==> src/rtl/pipe_pkg.sv <==
// Shared types, widths and sizing helpers for the elastic pipeline stage buffer.
package pipe_pkg;

  localparam int unsigned STATS_W = 32;

  function automatic int unsigned cnt_w(input int unsigned depth);
    return $clog2(depth + 1);
  endfunction

  function automatic int unsigned ptr_w(input int unsigned depth);
    return (depth <= 2) ? 1 : $clog2(depth);
  endfunction

  // MEM->WB payload bundle; the stage packs it into the opaque data word.
  typedef struct packed {
    logic [1:0]  mem_to_reg;
    logic        reg_write;
    logic [31:0] alu_result;
    logic [31:0] read_data;
    logic [4:0]  write_reg;
    logic [31:0] pc;
  } mem_wb_t;

endpackage

==> src/rtl/pipe_buf_mem.sv <==
// DEPTH x DATA_W register array: one write port, asynchronous read, cleared on reset.
module pipe_buf_mem
  import pipe_pkg::*;
#(
  parameter int unsigned DATA_W = 72,
  parameter int unsigned DEPTH  = 2,
  localparam int unsigned AW    = ptr_w(DEPTH)
) (
  input  logic              clk,
  input  logic              rst,
  input  logic              we,
  input  logic [AW-1:0]     waddr,
  input  logic [DATA_W-1:0] wdata,
  input  logic [AW-1:0]     raddr,
  output logic [DATA_W-1:0] rdata
);

  logic [DATA_W-1:0] mem_q [DEPTH];

  always_ff @(posedge clk) begin
    if (rst) begin
      for (int i = 0; i < int'(DEPTH); i++) begin
        mem_q[i] <= '0;
      end
    end else if (we) begin
      mem_q[waddr] <= wdata;
    end
  end

  assign rdata = mem_q[raddr];

endmodule

==> src/rtl/pipe_stage_buf.sv <==
// Elastic valid/ready pipeline stage with flush, occupancy and optional stats.
// Stats counters are built only when PIPE_STAGE_BUF_STATS_EN is defined.
module pipe_stage_buf
  import pipe_pkg::*;
#(
  parameter int unsigned DATA_W = 72,
  parameter int unsigned DEPTH  = 2,
  localparam int unsigned CNT_W = cnt_w(DEPTH)
) (
  input  logic               clk,
  input  logic               rst,
  input  logic               in_valid,
  output logic               in_ready,
  input  logic [DATA_W-1:0]  in_data,
  output logic               out_valid,
  input  logic               out_ready,
  output logic [DATA_W-1:0]  out_data,
  input  logic               flush,
  output logic [CNT_W-1:0]   count,
  output logic [STATS_W-1:0] stall_cnt,
  output logic [CNT_W-1:0]   hwm
);

  localparam int unsigned PW            = ptr_w(DEPTH);
  localparam logic [PW-1:0]    LAST_PTR = PW'(DEPTH - 1);
  localparam logic [CNT_W-1:0] FULL_CNT = CNT_W'(DEPTH);

  logic [PW-1:0]     rd_ptr_q, rd_ptr_d;
  logic [PW-1:0]     wr_ptr_q, wr_ptr_d;
  logic [CNT_W-1:0]  count_q, count_d;
  logic              in_ready_q, in_ready_d;
  logic              out_valid_q, out_valid_d;
  logic              push_c, pop_c, wr_en_c;
  logic [DATA_W-1:0] rd_data;

  pipe_buf_mem #(
    .DATA_W (DATA_W),
    .DEPTH  (DEPTH)
  ) u_mem (
    .clk   (clk),
    .rst   (rst),
    .we    (wr_en_c),
    .waddr (wr_ptr_q),
    .wdata (in_data),
    .raddr (rd_ptr_q),
    .rdata (rd_data)
  );

  // Control state register.
  always_ff @(posedge clk) begin
    if (rst) begin
      rd_ptr_q    <= '0;
      wr_ptr_q    <= '0;
      count_q     <= '0;
      in_ready_q  <= 1'b1;
      out_valid_q <= 1'b0;
    end else begin
      rd_ptr_q    <= rd_ptr_d;
      wr_ptr_q    <= wr_ptr_d;
      count_q     <= count_d;
      in_ready_q  <= in_ready_d;
      out_valid_q <= out_valid_d;
    end
  end

  // Next-state: flush beats any push/pop; ready/valid are precomputed so both stay registered.
  always_comb begin
    push_c      = in_valid && in_ready_q;
    pop_c       = out_valid_q && out_ready;
    wr_en_c     = 1'b0;
    rd_ptr_d    = rd_ptr_q;
    wr_ptr_d    = wr_ptr_q;
    count_d     = count_q;
    in_ready_d  = in_ready_q;
    out_valid_d = out_valid_q;

    if (flush) begin
      rd_ptr_d    = '0;
      wr_ptr_d    = '0;
      count_d     = '0;
      in_ready_d  = 1'b1;
      out_valid_d = 1'b0;
    end else begin
      wr_en_c = push_c;
      if (push_c) begin
        wr_ptr_d = (wr_ptr_q == LAST_PTR) ? '0 : wr_ptr_q + PW'(1);
      end
      if (pop_c) begin
        rd_ptr_d = (rd_ptr_q == LAST_PTR) ? '0 : rd_ptr_q + PW'(1);
      end
      if (push_c && !pop_c) begin
        count_d = count_q + CNT_W'(1);
      end else if (pop_c && !push_c) begin
        count_d = count_q - CNT_W'(1);
      end
      in_ready_d  = (count_d != FULL_CNT);
      out_valid_d = (count_d != '0);
    end
  end

  assign count     = count_q;
  assign in_ready  = in_ready_q;
  assign out_valid = out_valid_q;
  assign out_data  = out_valid_q ? rd_data : '0;

`ifdef PIPE_STAGE_BUF_STATS_EN
  logic [STATS_W-1:0] stall_q, stall_d;
  logic [CNT_W-1:0]   hwm_q, hwm_d;

  always_ff @(posedge clk) begin
    if (rst) begin
      stall_q <= '0;
      hwm_q   <= '0;
    end else begin
      stall_q <= stall_d;
      hwm_q   <= hwm_d;
    end
  end

  // Saturating stall counter; high-water mark survives flush.
  always_comb begin
    stall_d = stall_q;
    hwm_d   = hwm_q;
    if (!flush && out_valid_q && !out_ready && (stall_q != '1)) begin
      stall_d = stall_q + STATS_W'(1);
    end
    if (count_d > hwm_q) begin
      hwm_d = count_d;
    end
  end

  assign stall_cnt = stall_q;
  assign hwm       = hwm_q;
`else
  assign stall_cnt = '0;
  assign hwm       = '0;
`endif

endmodule

==> config.mk <==
export PLATFORM = sky130hd
export DESIGN_NAME = pipe_stage_buf
export DESIGN_NICKNAME = d
export VERILOG_FILES = /design/src/rtl/pipe_pkg.sv /design/src/rtl/pipe_buf_mem.sv /design/src/rtl/pipe_stage_buf.sv
export SDC_FILE = /design/constraint.sdc
export NUM_CORES = 1
export LEC_CHECK = 0
export ABC_AREA = 1
export CAP_MARGIN = 20
export CORE_MARGIN = 2
export CORE_UTILIZATION = 40
export CTS_CLUSTER_SIZE = 40
export DETAILED_ROUTE_END_ITERATION = 10
export GPL_ROUTABILITY_DRIVEN = 0
export GPL_TIMING_DRIVEN = 0
export PLACE_DENSITY = 0.68
export SYNTH_ARGS = -nofsm -noshare
export SYNTH_HDL_FRONTEND = slang
export SYNTH_SLANG_ARGS = --single-unit
==> constraint.sdc <==
create_clock -name clk -period 3.9 [get_ports clk]
set_clock_uncertainty 0.1 [all_clocks]
set_input_delay 0.585 -clock clk [delete_from_list [all_inputs] [get_ports clk]]
set_output_delay 0.585 -clock clk [all_outputs]
set_load 0.05 [all_outputs]
Yosys cells after proc, flatten, opt, wreduce, memory -nomap -nowiden
Memory sizes are Yosys's and may differ from the RTL's. A register that Yosys moved wholly into a read port is not among the register bits.
Index checks and enable logic that the tools add are counted.

cells by class
  reduce and logical (&&, ||, !) cells = 9
  mux-type cells = 17
  eq/ne operators = 1
  $add $sub $neg = 4

operators with widths
  kind                                               count
  2-to-1 mux 72 bit                                  2
  OR reduction 72 bit                                1
  2-to-1 mux 1 bit                                   12
  2-to-1 mux 2 bit                                   3
  logical AND 1 bit                                  4
  adder 1 bit (second input constant)                2
  adder 2 x 1 -> 2 bit (second input constant)       1
  zero test 1 bit                                    2
  inequality test 2 bit (second input constant)      1
  nonzero test 2 bit                                 1
  OR reduction 2 bit                                 1
  subtractor 2 x 1 -> 2 bit (second input constant)  1

storage, ports and cells
  output and inout bits = 110
  input port bits = 77
  memory bits (writable) = 144
  bits in registers = 6
  memories kept = 1
  logic and storage cells = 37

memories
  name         depth  bits a word  rd ports  clocked after Yosys merged registers in  wr ports  line                RTL
  u_mem.mem_q  2      72           1         1                                        2         pipe_buf_mem.sv:18  logic [DATA_W-1:0] mem_q [DEPTH];

Logic depth before layout (Yosys ltp)
  depth in word-level cells = 7
  gate-level depth with buffers = 8
  depth with buffers taken out = 7

By module
A second synthesis with hierarchy kept.

unflattened totals
  cells, all modules = 842
  area, all modules = 7644.8 µm²

modules (own cells, without submodules)
  module          area each (µm²)  cells each  sequential area each (µm²)  instances
  pipe_buf_mem    6517.5           612         4324.1                      1
  pipe_stage_buf  1127.3           230         120.1                       1

Worst setup path after synthesis
OpenSTA, ideal clock, no wires.

  kind = reg2reg
  from = reg in_ready_q, in the netlist in_ready
  to = mem u_mem.mem_q[0][0], enable pin
  library setup time = 0.432 ns
  slack = 0.530 ns
  arrival time = 2.838 ns
  path buffers = 2
  period minus slack after synthesis = 3.370 ns
  cell stages (with the launch flop) = 7
  cell sequence = dfxtp_1 > nand2_1 > nor2_1 > nand2_1 > buf_6 > buf_6 > nand2_1

RTL lines
  element                   line                  RTL
  start: declaration        pipe_stage_buf.sv:31  logic in_ready_q, in_ready_d;
  start signal: assignment  pipe_stage_buf.sv:61  in_ready_q <= in_ready_d;
  end: declaration          pipe_buf_mem.sv:18

==> reports/metrics.yaml <==
min_path:
  min_from: "rd_ptr_q"
  hold_end: "rd_ptr_q"
  worstHoldPathCells: 2
  hp-class: "flip-flop to flip-flop"
yosys:
  netlist.area_leader.share_pct: 61.9
  syn_area_um2: 6990
  synth.area.top_cells: "edfxtp_1, nor2_1, o21ai_0"
  yosysUniqueCellTypes: 18
  synth_cells: 699
  yosysSeqAreaShare_pct: 63.9
  synth_seq_cells: 151
  synth.avg_cell_area_um2: 10.0
  yosys_warnings: 0
  synth_top_area_cell: "edfxtp_1"
setup_path:
  crit_cells: 5
  slowest_stage: "clkdlybuf4s50_1"
  path_cells: "buf_2 -> clkbuf_1 -> o21ai_0 -> nor2_1 -> clkdlybuf4s50_1"
  worst_setup_path_start_kind: "flip-flop"
  arrival_ps: 2600
  cp_num_buf_inv: 3
  r2r_end: "u_mem.mem_q[1][48]"
  r2r_start: "in_ready"
  critical_path_class: "flip-flop to output port"
  reg2regPathDepth: 6
  crit_fanout: 10
  crit_family: "buffers and inverters"
  critPathCaptureType: "output port"
  slowest_delay_ps: 840
  rrSetupSlack_ps: 1600
  cp.required_ps: 3210
layout:
  layout-drive-gt1-share_pct: 16.1
  n_fill_cell: 1546
  nets: 982
  finish.utilization_pct: 55.5
  antenna_cells: 0
  final_cells: 1143
  area_growth_pct: 36.3
  layout_common_cells: "nor2_1, clkdlybuf4s50_1, edfxtp_1"
  mostFrequentLayoutCell: "nor2_1"
pwr:
  leakage_nw: 4.15
  power_frac_comb_pct: 13.6
  switchingPower_mw: 0.988
  seqPwrFrac_pct: 47.3
  switching_share_pct: 24.9
  powerDensity_nw_per_um2: 416
  intPower_mw: 2.97
  pwr-share-clk_pct: 39.1
  power_mw: 3.96
  ir_drop_v: 0.000266
drt:
  wl_per_cell_um: 14.1
  drtAntennaViolNets: 0
  vias: 5165
  drt_iter0_markers: 304
  dr.pass1.iters: 5
  drcViolationCount: 0
  drt_wl_total_mm: 16.1
  viasPerCell: 4.52
grt:
  grt_pass1_vias: 4940
  antenna_found_initial: 0
  grt_pass1_wl_mm: 24.9
  grt_start_max_net_pins: 46
  grtUsageTotal_pct: 17.9
  grt_overflow: 0
timing:
  slew_violations: 0
  rsz0062_at_grt: "false"
  finalSetupViolations: 0
  fmax_mhz: 305
  fin_crit_sh_pct: 84.1
  maxSlewHeadroom_pct: 62.3
  hold_viol_final: 0
  period_minus_slack_ps: 3280
  tightestPinTransition_ps: 564
run_status:
  status: "finished clean"
clock_tree:
  numCtsBuffers: 17
  h-tree-depth: 4
  ctsRootBufferMaster: "clkbuf_16"
  cts_buffer_depth: 2
  tritoncts: "done"
  cts_setup_buffers: 0
  ctsResizeCount: 0
  clk-insertion-delay-late_ps: 410
  cts_hold_buf: 0
  clk_pin_slew_worst_paths_ps: 60
  clkSinkCount: 151
flow_run:
  max-cap-violations: 0
place:
  io_buffers: 152
  hpwl_mm: 10.7
  place_inst: 1111
die:
  core_area_um2: 17200
  fp-row-count: 48
  fp.dieH_um: 136
  dieWidth_um: 136
  pin_count: 187
  dieArea_um2: 18500
  start_util_pct: 40.7
## power by group through the flow
stage / Sequential [mW] / Clock [mW] / Combinational, mW
floorplan: 1.91 / 0 / 0.338
global placement: 1.91 / 0 / 0.532
detailed placement: 1.91 / 0 / 0.543
CTS: 1.87 / 1.57 / 0.545
global route: 1.88 / 1.64 / 0.579
finish: 1.87 / 1.55 / 0.540
## cell families (layout without fill, tap and decap cells)
family,Yosys count,after routing,synth area share [%]
and+or+nand+nor,319,319,19.6
buffers and inverters,153,339,11.1
DFF,151,151,63.9
other,1,34,0.0537
AOI/OAI and AO/OA,75,75,5.37
## cell usage after synthesis, drive strengths merged
| master | n |
|---|---|
| a21oi | 2 |
| buf | 58 |
| clkbuf | 14 |
| conb | 1 |
| dfxtp | 7 |
| edfxtp | 144 |
| inv | 81 |
| nand2 | 20 |
| nand3 | 8 |
| nor2 | 291 |
| o21ai | 73 |
## flip-flops by register name, summed over array words and instances (netlist names), named ones only
| signal | count |
|---|---|
| count | 2 |
| in_ready | 1 |
| wr_ptr_q | 1 |
| out_valid | 1 |
| u_mem.mem_q | 144 |
| rd_ptr_q | 1 |
## area by class of cell
cell class | instances | area, um^2 | share of cell area (%)
timing repair buffer | 154 | 1570 | 16.5
sequential | 151 | 4460 | 46.9
inverter | 81 | 304 | 3.19
tap | 225 | 282 | 2.95
buffer | 72 | 474 | 4.98
clock inverter | 10 | 105 | 1.10
multi-input combinational | 428 | 1890 | 19.8
clock buffer | 22 | 444 | 4.66
## metal layers
metal,GRT usage [%],wire (um)
met5,0,0
met4,5.15,197
met3,5.07,1080
met2,29.9,7780
met1,22.8,7060
## worst max-delay path by stage
stage / to / slack (ps)
after detailed placement: u_mem.mem_q[1][16] / 860
after floorplan: u_mem.mem_q[0][0] / 530
after global placement: u_mem.mem_q[1][16] / -1050
after global routing: out_data[45] / 340
final: out_data[45] / 620
after CTS: out_data[45] / 550
## stage by stage
step	setup TNS [ps]	instance area (um^2)	setup slack, ps	hold WS [ps]
finish	0	9530	620	382
global route	0	9530	337	431
CTS	0	9530	545	380
detailed placement	0	8980	856	373
global placement	-133050	8920	-1050	355
floorplan	0	7110	530	347
## worst register-to-register path: stages, from the launching register on
cell and delay (ps):
dfxtp_1 350, nand2_1 120, inv_2 110, nand3_2 250
buf_2 310, nand2_4 370, buf_16 300
Note: power is estimated with default switching activity, not from simulation.
